### src/rtl/uart_io_master.sv
// uart_io_master: hardware initiator for the UART peripheral's memory-mapped IO
// interface. Host bytes are queued in a small TX FIFO. Each byte is sent by polling the
// status word at BASE+0 until bit 0 reads 1, then writing the byte to BASE+0.
// A UART receive interrupt is serviced by reading BASE+4, acknowledging the interrupt
// and presenting the byte to the host. Receive has priority over transmit.
//
// Ports:
//   clock, reset                       rising-edge clock, asynchronous active-high reset
//   tx_data, tx_valid, tx_ready        host byte input (accepted when valid && ready)
//   tx_empty                           FIFO empty and engine idle
//   rx_data, rx_valid                  last received byte, one-cycle update pulse
//   rw_address, read_request, read_data, read_response      IO read channel
//   write_data, write_request, write_response               IO write channel
//   uart_irq, uart_irq_response        UART receive interrupt and acknowledge
module uart_io_master #(
    parameter logic [31:0] UART_BASE_ADDRESS = 32'h8000_0000,
    parameter int unsigned TX_FIFO_DEPTH     = 4
) (
    input  logic        clock,
    input  logic        reset,
    input  logic [7:0]  tx_data,
    input  logic        tx_valid,
    output logic        tx_ready,
    output logic        tx_empty,
    output logic [7:0]  rx_data,
    output logic        rx_valid,
    output logic [31:0] rw_address,
    input  logic [31:0] read_data,
    output logic        read_request,
    input  logic        read_response,
    output logic [7:0]  write_data,
    output logic        write_request,
    input  logic        write_response,
    input  logic        uart_irq,
    output logic        uart_irq_response
);

    localparam int unsigned PtrW = (TX_FIFO_DEPTH > 1) ? $clog2(TX_FIFO_DEPTH) : 1;
    localparam int unsigned CntW = PtrW + 1;
    localparam logic [CntW-1:0] FullCount = CntW'(TX_FIFO_DEPTH);
    localparam logic [31:0] StatusAddr = UART_BASE_ADDRESS;
    localparam logic [31:0] RxAddr     = UART_BASE_ADDRESS + 32'd4;

    typedef enum logic [2:0] {StIdle, StPollWait, StWriteWait, StRxWait, StRxAck} state_e;

    // ---------------------------------------------------------------- TX FIFO
    logic [7:0]      fifo_mem [TX_FIFO_DEPTH];
    logic [PtrW-1:0] wr_ptr_q, rd_ptr_q;
    logic [CntW-1:0] count_q;
    logic            push, pop;

    // Readiness depends only on the registered count, so a full FIFO rejects a push
    // even in a cycle where the engine pops.
    assign tx_ready = (count_q < FullCount);
    assign push     = tx_valid && tx_ready;

    always_ff @(posedge clock) begin
        if (push) begin
            fifo_mem[wr_ptr_q] <= tx_data;
        end
    end

    // Pointers wrap naturally because the depth is a power of two.
    always_ff @(posedge clock or posedge reset) begin
        if (reset) begin
            wr_ptr_q <= '0;
            rd_ptr_q <= '0;
            count_q  <= '0;
        end else begin
            if (push) wr_ptr_q <= wr_ptr_q + PtrW'(1);
            if (pop)  rd_ptr_q <= rd_ptr_q + PtrW'(1);
            case ({push, pop})
                2'b10:   count_q <= count_q + CntW'(1);
                2'b01:   count_q <= count_q - CntW'(1);
                default: count_q <= count_q;
            endcase
        end
    end

    // ---------------------------------------------------------------- IO engine
    state_e      state_q, state_d;
    logic [31:0] rw_address_q, rw_address_d;
    logic [7:0]  write_data_q, write_data_d;
    logic [7:0]  rx_data_q, rx_data_d;
    logic        read_request_q, read_request_d;
    logic        write_request_q, write_request_d;
    logic        irq_response_q, irq_response_d;
    logic        rx_valid_q, rx_valid_d;

    always_comb begin
        state_d         = state_q;
        rw_address_d    = rw_address_q;
        write_data_d    = write_data_q;
        rx_data_d       = rx_data_q;
        read_request_d  = 1'b0;
        write_request_d = 1'b0;
        irq_response_d  = 1'b0;
        rx_valid_d      = 1'b0;
        pop             = 1'b0;
        unique case (state_q)
            StIdle: begin
                if (uart_irq) begin
                    read_request_d = 1'b1;
                    rw_address_d   = RxAddr;
                    state_d        = StRxWait;
                end else if (count_q != '0) begin
                    read_request_d = 1'b1;
                    rw_address_d   = StatusAddr;
                    state_d        = StPollWait;
                end
            end
            StPollWait: begin
                if (read_response) begin
                    if (read_data[0]) begin
                        write_request_d = 1'b1;
                        rw_address_d    = StatusAddr;
                        write_data_d    = fifo_mem[rd_ptr_q];
                        state_d         = StWriteWait;
                    end else begin
                        // Busy: back to idle so a pending interrupt can win arbitration.
                        state_d = StIdle;
                    end
                end
            end
            StWriteWait: begin
                if (write_response) begin
                    pop     = 1'b1;
                    state_d = StIdle;
                end
            end
            StRxWait: begin
                if (read_response) begin
                    rx_data_d      = read_data[7:0];
                    rx_valid_d     = 1'b1;
                    irq_response_d = 1'b1;
                    state_d        = StRxAck;
                end
            end
            // One spare cycle lets the UART drop its interrupt before re-arbitration.
            StRxAck: state_d = StIdle;
            default: state_d = StIdle;
        endcase
    end

    always_ff @(posedge clock or posedge reset) begin
        if (reset) begin
            state_q         <= StIdle;
            rw_address_q    <= '0;
            write_data_q    <= '0;
            rx_data_q       <= '0;
            read_request_q  <= 1'b0;
            write_request_q <= 1'b0;
            irq_response_q  <= 1'b0;
            rx_valid_q      <= 1'b0;
        end else begin
            state_q         <= state_d;
            rw_address_q    <= rw_address_d;
            write_data_q    <= write_data_d;
            rx_data_q       <= rx_data_d;
            read_request_q  <= read_request_d;
            write_request_q <= write_request_d;
            irq_response_q  <= irq_response_d;
            rx_valid_q      <= rx_valid_d;
        end
    end

    assign rw_address        = rw_address_q;
    assign write_data        = write_data_q;
    assign rx_data           = rx_data_q;
    assign read_request      = read_request_q;
    assign write_request     = write_request_q;
    assign uart_irq_response = irq_response_q;
    assign rx_valid          = rx_valid_q;
    assign tx_empty          = (count_q == '0) && (state_q == StIdle);

    // Upper read-data bits carry nothing this engine needs.
    logic unused_read_data;
    assign unused_read_data = ^read_data[31:8];

endmodule

### config.mk
export PLATFORM = sky130hd
export DESIGN_NAME = uart_io_master
export DESIGN_NICKNAME = d
export VERILOG_FILES = /design/src/rtl/uart_io_master.sv
export SDC_FILE = /design/constraint.sdc
export NUM_CORES = 1
export LEC_CHECK = 0
export ABC_CLOCK_PERIOD_IN_PS = 1800
export CAP_MARGIN = 30
export CORE_ASPECT_RATIO = 1.2
export CORE_UTILIZATION = 40
export CTS_CLUSTER_SIZE = 12
export DETAILED_ROUTE_END_ITERATION = 10
export PLACE_DENSITY = 0.76
export SLEW_MARGIN = 40
export SYNTH_ARGS = -nofsm -noshare
export SYNTH_HDL_FRONTEND = slang
export SYNTH_SLANG_ARGS = --single-unit
### constraint.sdc
create_clock -name clock -period 1.8 [get_ports clock]
set_input_delay 0.27 -clock clock [delete_from_list [all_inputs] [get_ports clock]]
set_output_delay 0.27 -clock clock [all_outputs]
set_load 0.005 [all_outputs]
# Word level (Yosys, flattened, before mapping)

Memories as Yosys holds them, arrays and structs flattened. A register that Yosys moved wholly into a read port is not among the register bits.
Cells that the tools add are included.

Bits in registers: 53
Bits in latches: 0
Memory bits (writable): 32
ROM bits: 0
Output and inout bits: 54
Word-level logic and storage cells: 61
Memories: 1

Memory list:

| name     | depth | width | rd ports | clocked after memory_dff | wr ports | RTL line | source |
|---|---|---|---|---|---|---|---|
| fifo_mem | 4     | 8     | 1        | 1                        | 1        | 47       | `logic [7:0] fifo_mem [TX_FIFO_DEPTH];` |

Add/sub/neg operators: 4
$mul: 0
Div/mod/pow operators: 0
$lt $le $gt $ge: 1
Equality and inequality tests: 10
Shift-type cells: 0
Multiplexer cells: 25
Bitwise logic cells: 0
Reductions and logical operators: 11

Operator list:

| kind                | number |
|---|---|
| $mux 32             | 4 |
| $pmux 32 s2         | 1 |
| $mux 3              | 5 |
| $mux 1              | 12 |
| $pmux 3 s4          | 1 |
| $ne 2x2->1 const B  | 4 |
| $reduce_and 4->1    | 2 |
| $eq 3x2->1 const B  | 2 |
| $logic_not 3->1     | 2 |
| $pmux 3 s2          | 1 |
| $add 2x1->2 const B | 2 |
| $reduce_bool 2->1   | 2 |
| $add 3x1->3 const B | 1 |
| $eq 3x1->1 const B  | 1 |
| $lt 3x3->1 const B  | 1 |
| $ne 3x3->1 const B  | 1 |
| $reduce_and 3->1    | 1 |
| $reduce_bool 3->1   | 1 |
| $sub 3x1->3 const B | 1 |
| $eq 2x1->1 const B  | 1 |
| $eq 2x2->1 const B  | 1 |
| $logic_and 1x1->1   | 2 |
| $mux 2              | 1 |
| $reduce_and 2->1    | 1 |

# Logic depth before layout (Yosys ltp)

Gate-level depths: netlist of the first run.

Word-level depth: 4
Depth in mapped cells: 9
Gate-level depth less buffers: 8

# Worst setup path after synthesis of the first run

No wires, ideal clock.

Kind: reg-to-reg
Start: register state_q[0]
End: register count_q[2]
Setup time: 0.080 ns
Data arrival time: 1.743 ns
Data required time: 1.720 ns
Setup slack: -0.023 ns
Stages on the path, launching flop included: 9
Cell sequence: dfrtp_1 -> buf_6 -> and4bb_2 -> ha_1 -> inv_1 -> fa_1 -> xor2_1 -> nor2_1 -> xnor2_1

Word-level cells in the longest chain between the ends: 4
Elaborated cells on any way between the ends: 6

Ends and longest elaborated chain:

| element                                                | RTL line | source |
|---|---|---|
| start, declared                                        | 81       | `state_e state_q, state_d;` |
| start signal, assigned                                 | 147      | `state_q <= StIdle;` |
| start signal, assigned                                 | 156      | `state_q <= state_d;` |
| $eq 3x2->1 *                                           | 100      | `unique case (state_q)` |
| $mux 1 *                                               | 100      |  |
| via pop                                                | 50       | `logic push, pop;` |
| $eq 2x1->1 / $eq 2x2->1 (equally long branches)        | 72       | `case ({push, pop})` |
| $pmux 3 s2 / $reduce_bool 2->1 (equally long branches) | -        |  |
| end signal, assigned                                   | 73       | `2'b10: count_q <= count_q + CntW'(1);` |
| end signal, assigned                                   | 74       | `2'b01: count_q <= count_q - CntW'(1);` |
| end signal, assigned                                   | 75       | `default: count_q <= count_q;` |
| end, declared                                          | 49       | `logic [CntW-1:0] count_q;` |

The timed path passes the listed nets; every way through them passes the cells marked *.
A chain may end at the register's enable or synchronous reset.

# Worst setup path in the final report of the first run

Start: register state_q[2]
End: register count_q[2]

The elaborated chain is that of the path after synthesis.

==> results by group, run 1 <==
STA
  – RSZ-0062 raised after global routing: yes
  – Peak Freq: 0.575 GHz
  – Final setup vio count: 0
  – Slew Viols, Final: 0
  – Shortest period the worst path allows: 1.74 ns
  – Final Skew: 0.00629 ns
  – Final hold viol count: 0
  – Setup TNS Final: 0 ns
  – Period utilization: 0.966
  – Hold Worst Slack: 0.328 ns

Global route
  – Largest net degree at the start of global routing: 32
  – Vias in the first global route: 1574
  – Initial antenna violation count: 0
  – GRT Util Overall: 0.141
  – First-pass GRT wire length: 7360 µm
  – GR Overflow Total: 0

Place
  – # placed instances: 339
  – Placer Congestion: 0.728
  – IO buf count: 45
  – DP HPWL: 3240 µm

Yosys
  – Post-synthesis sequential element count: 63
  – Cell variety after synth: 36
  – Synth Instances: 195
  – Ys flop type: edfxtp_1
  – Synth Cell Area: 2760 µm²
  – Ys async rst share: 0.492
  – Syn_area_per_cell: 14.1 µm²
  – Number of synthesized flops with an enable pin: 32
  – Synth warn: 0
  – Seq/Total Area, Yosys: 0.630

Layout
  – Share of cells above drive strength 1: 0.218
  – N_diodes: 0
  – Final Non-Filler Cells: 356
  – Final #Nets: 318
  – Reg area: 1740 µm²
  – Multi-input logic area: 838 µm²
  – Area grow syn2layout: 29.0%
  – Commonest non-fill, non-tap cell in the layout: clkdlybuf4s50_1
  – Most frequent cells in the layout: clkdlybuf4s50_1 (44), edfxtp_1 (32), dfrtp_1 (31)
  – # fillers: 556

Routing
  – Wire per inst: 12.6 µm
  – Antenna-violating nets left: 0
  – Drt initial violations: 55
  – Drt drc: 0
  – Total Wirelength: 4500 µm
  – Vias: 1559
  – Vias per Instance: 4.38
  – Pre-Repair DR Iteration Count: 4

Clock tree
  – CTS Hold Bufs: 0
  – Clock Tree Root: clkbuf_8
  – CTS tree: yes
  – Clock transition at the registers of the reported paths: 0.06 ns
  – H-tree levels: 3
  – Clock sink total: 63
  – Clock tree buffer depth: 2
  – Worst-Skew Late Latency: 0.32 ns
  – TritonCTS Buffers: 9

Die
  – Core area: 6530 µm²
  – Die area: 7230 µm²
  – Io pins: 100
  – Die W: 77.8 µm
  – Die outline height: 92.9 µm
  – # rows: 32
  – Starting Density: 0.422

Worst setup path
  – Critical path, cell by cell: and4bb_2 > ha_4 > inv_2 > fa_2 > xor2_1 > nor2_1 > xnor2_1
  – Critical path's slowest cell: dfrtp_1
  – CP endpoint kind: flip-flop
  – Arr. time, crit path: 1.98 ns
  – Crit path largest cell delay: 0.41 ns
  – Worst path required time: 2.04 ns
  – CP max FO: 4
  – CP Launch Type: flip-flop
  – CP delay by family, top: adder cells
  – WP buf/inv: 1
  – Critical path type: reg -> reg

Run status
  – Status: completed

Pwr
  – VDD IR max: 0.000514 V
  – Clock Power Share: 0.219
  – Switching portion of total power: 0.280
  – Pleak: 1.50 nW
  – Switching Power: 1.46 mW
  – Gate power share: 0.358
  – Sequential group share of total power: 0.423
  – Int Pwr: 3.74 mW
  – Pwr dens: 1460 nW/µm²

Job
  – # Max-Cap Violations: 0

Hold path
  – Hold crit path type: in -> async
==> power groups by stage <==
stage	Clock [mW]	Combinational, mW	Sequential [mW]
2_1_floorplan	0	1.09	2.15
3_3_place_gp	0	1.81	2.20
3_5_place_dp	0	1.88	2.22
4_1_cts	1.18	1.89	2.21
5_1_grt	1.22	2.06	2.25
6_report	1.14	1.86	2.20
==> per-layer routing <==
metal | part of all wire | global-route usage | up-vias
li1 | - | - | 747
met1 | 0.40 | 0.153 | 756
met2 | 0.54 | 0.243 | 49
met3 | 0.040 | 0.0305 | 7
met4 | 0.020 | 0.101 | 0
met5 | 0 | 0 | -
==> synthesized netlist by cell type, drive strengths merged (2+ instances only) <==
cell type	number	area, µm²
buf	35	264
edfxtp	32	961
dfrtp	31	776
nand2	29	109
inv	11	41.3
mux2	8	90.1
mux4	8	180
ha	5	62.6
and2	4	25.0
xnor2	4	35.0
nor2	3	11.3
a21oi	2	10.0
nor4	2	12.5
xor2	2	17.5
==> cell families after synthesis <==
group           after synthesis  share of synthesized area
simple gates                 45                     0.0822
compound gates                9                     0.0218
other cells                   1                    0.00136
xor+xnor                      6                     0.0191
buf+inv                      48                      0.114
flops                        63                      0.630
mux                          17                      0.102
fa+ha+maj                     6                     0.0300
==> area by class of cell <==
type / instances / share of cell area
Sequential cell: 63 / 0.489
Multi-Input combinational cell: 113 / 0.236
Timing Repair Buffer: 67 / 0.180
Clock buffer: 11 / 0.0398
Tap cell: 85 / 0.0299
Clock inverter: 5 / 0.0134
Inverter: 12 / 0.0127
==> repair_timing <==
item,4_1_cts,5_1_grt
setup endpoints to repair,2,2
endpoints found under the hold margin,0,0
gates resized for setup,3,2
setup buffers,0,1
pin swaps,2,2
==> final timing paths <==
kind / endpoint / depth (start not counted) / slack (ns) / from
max: count_q[2] / 7 / 0.06 / state_q[2]
min: write_data[3] / 3 / 0.33 / reset
max reg2reg: count_q[2] / 7 / 0.06 / state_q[2]
min reg2reg: rw_address[31] / 1 / 0.46 / rw_address[31]
max in group asynchronous: wr_ptr_q[1] / 3 / 1.17 / reset
min in group clock: rw_address[31] / 1 / 0.46 / rw_address[31]
==> sequential cells by signal, summed over array words and instances, names as in the netlist, 2 cells and up <==
register / cells
count_q: 3
fifo_mem: 32
rd_ptr_q: 2
rw_address: 2
rx_data: 8
state_q: 3
wr_ptr_q: 2
write_data: 8
==> metrics by stage <==
step	worst slack (ns)	utilization	instance area [µm²]	total power [mW]
3_5_place_dp	-0.290	0.513	3350	4.10
5_1_grt	-0.0289	0.545	3550	5.53
2_1_floorplan	0.00728	-	2880	3.25
4_1_cts	0.0336	0.543	3540	5.28
6_report	0.0617	0.545	3550	5.20
3_3_place_gp	-0.250	0.513	3350	4.02
==> worst register-to-register path: stages (launching register included) <==
cell and delay (ns):
dfrtp_1 0.41, and4bb_2 0.35, ha_4 0.14, inv_2 0.04, fa_2 0.33, xor2_1 0.14
nor2_1 0.11, xnor2_1 0.12
No activity file was read; power rests on OpenSTA's default activity.
==> inputs of run 2 (changes only) <==
Settings changed: HOLD_SLACK_MARGIN set to 0.03, SKIP_CTS_REPAIR_TIMING set to 1.
==> run 2 against run 1 <==
Register-to-register slack hardly changed. Total power is 0.46% higher. Maximum frequency is 0.28% higher. Via count is 0.64% higher. Worst setup slack better by 0.0049 ns. Final cell count is 0.28% higher.
==> results by group, run 2 (same netlist as run 1, synthesis figures left out) <==
Global route
  – Largest net degree at the start of global routing: 32 (unchanged)
  – Vias in the first global route: 1574 (unchanged)
  – First-pass GRT wire length: 7340 µm (was 7360 µm)
  – GR Overflow Total: 0 (unchanged)
  – GRT Util Overall: 0.141 (about the same)
  – Initial antenna violation count: 0 (unchanged)

Routing
  – Vias: 1569 (was 1559)
  – Antenna-violating nets left: 0 (unchanged)
  – Total Wirelength: 4570 µm (was 4500 µm)
  – Pre-Repair DR Iteration Count: 4 (unchanged)
  – Vias per Instance: 4.39 (was 4.38)
  – Drt drc: 0 (unchanged)
  – Wire per inst: 12.8 µm (was 12.6 µm)
  – Drt initial violations: 52 (was 55)

Clock tree
  – H-tree levels: 3 (unchanged)
  – Clock transition at the registers of the reported paths: 0.06 ns (about the same)
  – Clock sink total: 63 (unchanged)
  – Clock tree buffer depth: 2 (unchanged)
  – CTS tree: yes (unchanged)
  – TritonCTS Buffers: 9 (unchanged)
  – Clock Tree Root: clkbuf_8 (unchanged)
  – Worst-Skew Late Latency: 0.32 ns (about the same)

Run status
  – Status: completed (unchanged)

Place
  – DP Area: 3350 µm² (unchanged)
  – # placed instances: 339 (unchanged)
  – Placer Congestion: 0.728 (unchanged)
  – IO buf count: 45 (unchanged)
  – DP HPWL: 3240 µm (unchanged)

Layout
  – Finished Cell Area: 3570 µm² (was 3550 µm²)
  – Number of flip-flops under the largest register name: 32 (unchanged)
  – N_diodes: 0 (unchanged)
  – # fillers: 557 (was 556)
  – Final #Nets: 319 (was 318)
  – Final Non-Filler Cells: 357 (was 356)
  – Most flops, register: fifo_mem (unchanged)
  – Most frequent cells in the layout: clkdlybuf4s50_1 (44), edfxtp_1 (32), dfrtp_1 (31) (unchanged)
  – Commonest non-fill, non-tap cell in the layout: clkdlybuf4s50_1 (unchanged)
  – Final Util: 0.546 (was 0.545)
  – Area grow syn2layout: 29.4% (was 29.0%)
  – Share of cells above drive strength 1: 0.221 (was 0.218)

Worst setup path
  – Critical path type: reg -> reg (unchanged)
  – CP endpoint kind: flip-flop (unchanged)
  – Critical path's slowest cell: dfrtp_1 (unchanged)
  – Crit path largest cell delay: 0.40 ns (was 0.41 ns)
  – CP delay by family, top: adder cells (unchanged)
  – Worst path required time: 2.04 ns (about the same)
  – Arr. time, crit path: 1.98 ns (about the same)
  – WP buf/inv: 1 (unchanged)
  – CP max FO: 2 (was 4)
  – CP Launch Type: flip-flop (unchanged)
  – Critical path, cell by cell: and4bb_2 > ha_4 > inv_2 > fa_2 > xor2_1 > nor2_1 > xnor2_1 (unchanged)

STA
  – Final Skew: 0.00617 ns (was 0.00629 ns)
  – Setup TNS Final: 0 ns (unchanged)
  – Shortest period the worst path allows: 1.73 ns (was 1.74 ns)
  – Slew Viols, Final: 0 (unchanged)
  – Final setup vio count: 0 (unchanged)
  – Peak Freq: 0.577 GHz (was 0.575 GHz)
  – Period utilization: 0.963 (was 0.966)
  – Final hold viol count: 0 (unchanged)

Job
  – # Max-Cap Violations: 0 (unchanged)

Die
  – Core area: 6530 µm² (unchanged)
  – Die W: 77.8 µm (unchanged)
  – Die outline height: 92.9 µm (unchanged)
  – # rows: 32 (unchanged)
  – Die area: 7230 µm² (unchanged)
  – Io pins: 100 (unchanged)
  – Starting Density: 0.422 (unchanged)

Hold path
  – Hold crit path type: in -> async (unchanged)

Pwr
  – VDD IR max: 0.000514 V (about the same)
  – Pleak: 1.52 nW (was 1.50 nW)
  – Pwr dens: 1470 nW/µm² (was 1460 nW/µm²)
  – Tot Pwr: 5.23 mW (was 5.20 mW)
[run 2: routing by layer]
metal | up-vias | routed length, µm | global-route usage
met1 | 759 | 1810 | 0.153
li1 | 749 | - | -
met5 | - | 0 | 0
met2 | 50 | 2460 | 0.243
met3 | 11 | 174 | 0.0305
met4 | 0 | 119 | 0.101
[run 2: worst reg2reg max path, stage by stage (launching register included)]
cell and delay (ns):
dfrtp_1 0.40, and4bb_2 0.34, ha_4 0.14, inv_2 0.04
fa_2 0.34, xor2_1 0.15, nor2_1 0.13, xnor2_1 0.12
[run 2: final cells by class]
type                    count  area, µm²  area share
clock buffers              11        141      0.0396
clock inverters             5       47.5      0.0133
inverters                  12       45.0      0.0126
multi-input cells         113        838       0.235
flip-flops and latches     63       1740       0.487
well taps                  85        106      0.0298
repair buffers             68        651       0.182
[run 2: metrics by stage]
stage          hold WS, ns  worst slack [ns]
2_1_floorplan        0.369           0.00728
3_3_place_gp         0.447            -0.250
3_5_place_dp         0.453            -0.290
4_1_cts              0.336            -0.322
5_1_grt              0.393           -0.0104
6_report             0.328            0.0665
[run 2: final timing paths]
path | start | to | slack [ns] | cells after the start
setup / recovery | state_q[2] | count_q[2] | 0.07 | 7
hold / removal | reset | write_data[3] | 0.33 | 3
setup reg to reg | state_q[2] | count_q[2] | 0.07 | 7
hold reg to reg | rw_address[31] | rw_address[31] | 0.46 | 1
max in group asynchronous | reset | wr_ptr_q[1] | 1.17 | 3
min in group clock | rw_address[31] | rw_address[31] | 0.46 | 1
[run 2: report_power, final]
| group | leakage (nW) | switching, mW | internal [mW] | total, mW |
|---|---|---|---|---|
| clock network | 0.0982 | 0.478 | 0.663 | 1.14 |
| registers | 0.669 | 0.254 | 1.94 | 2.20 |
| logic | 0.755 | 0.735 | 1.15 | 1.89 |
| total | 1.52 | 1.47 | 3.76 | 5.23 |
==> inputs of run 3 (changes only) <==
Settings changed: HOLD_SLACK_MARGIN 0.03 to 0.15.
==> results of run 3 <==
The final DEF is identical to that of run 2; final timing and power are the same.
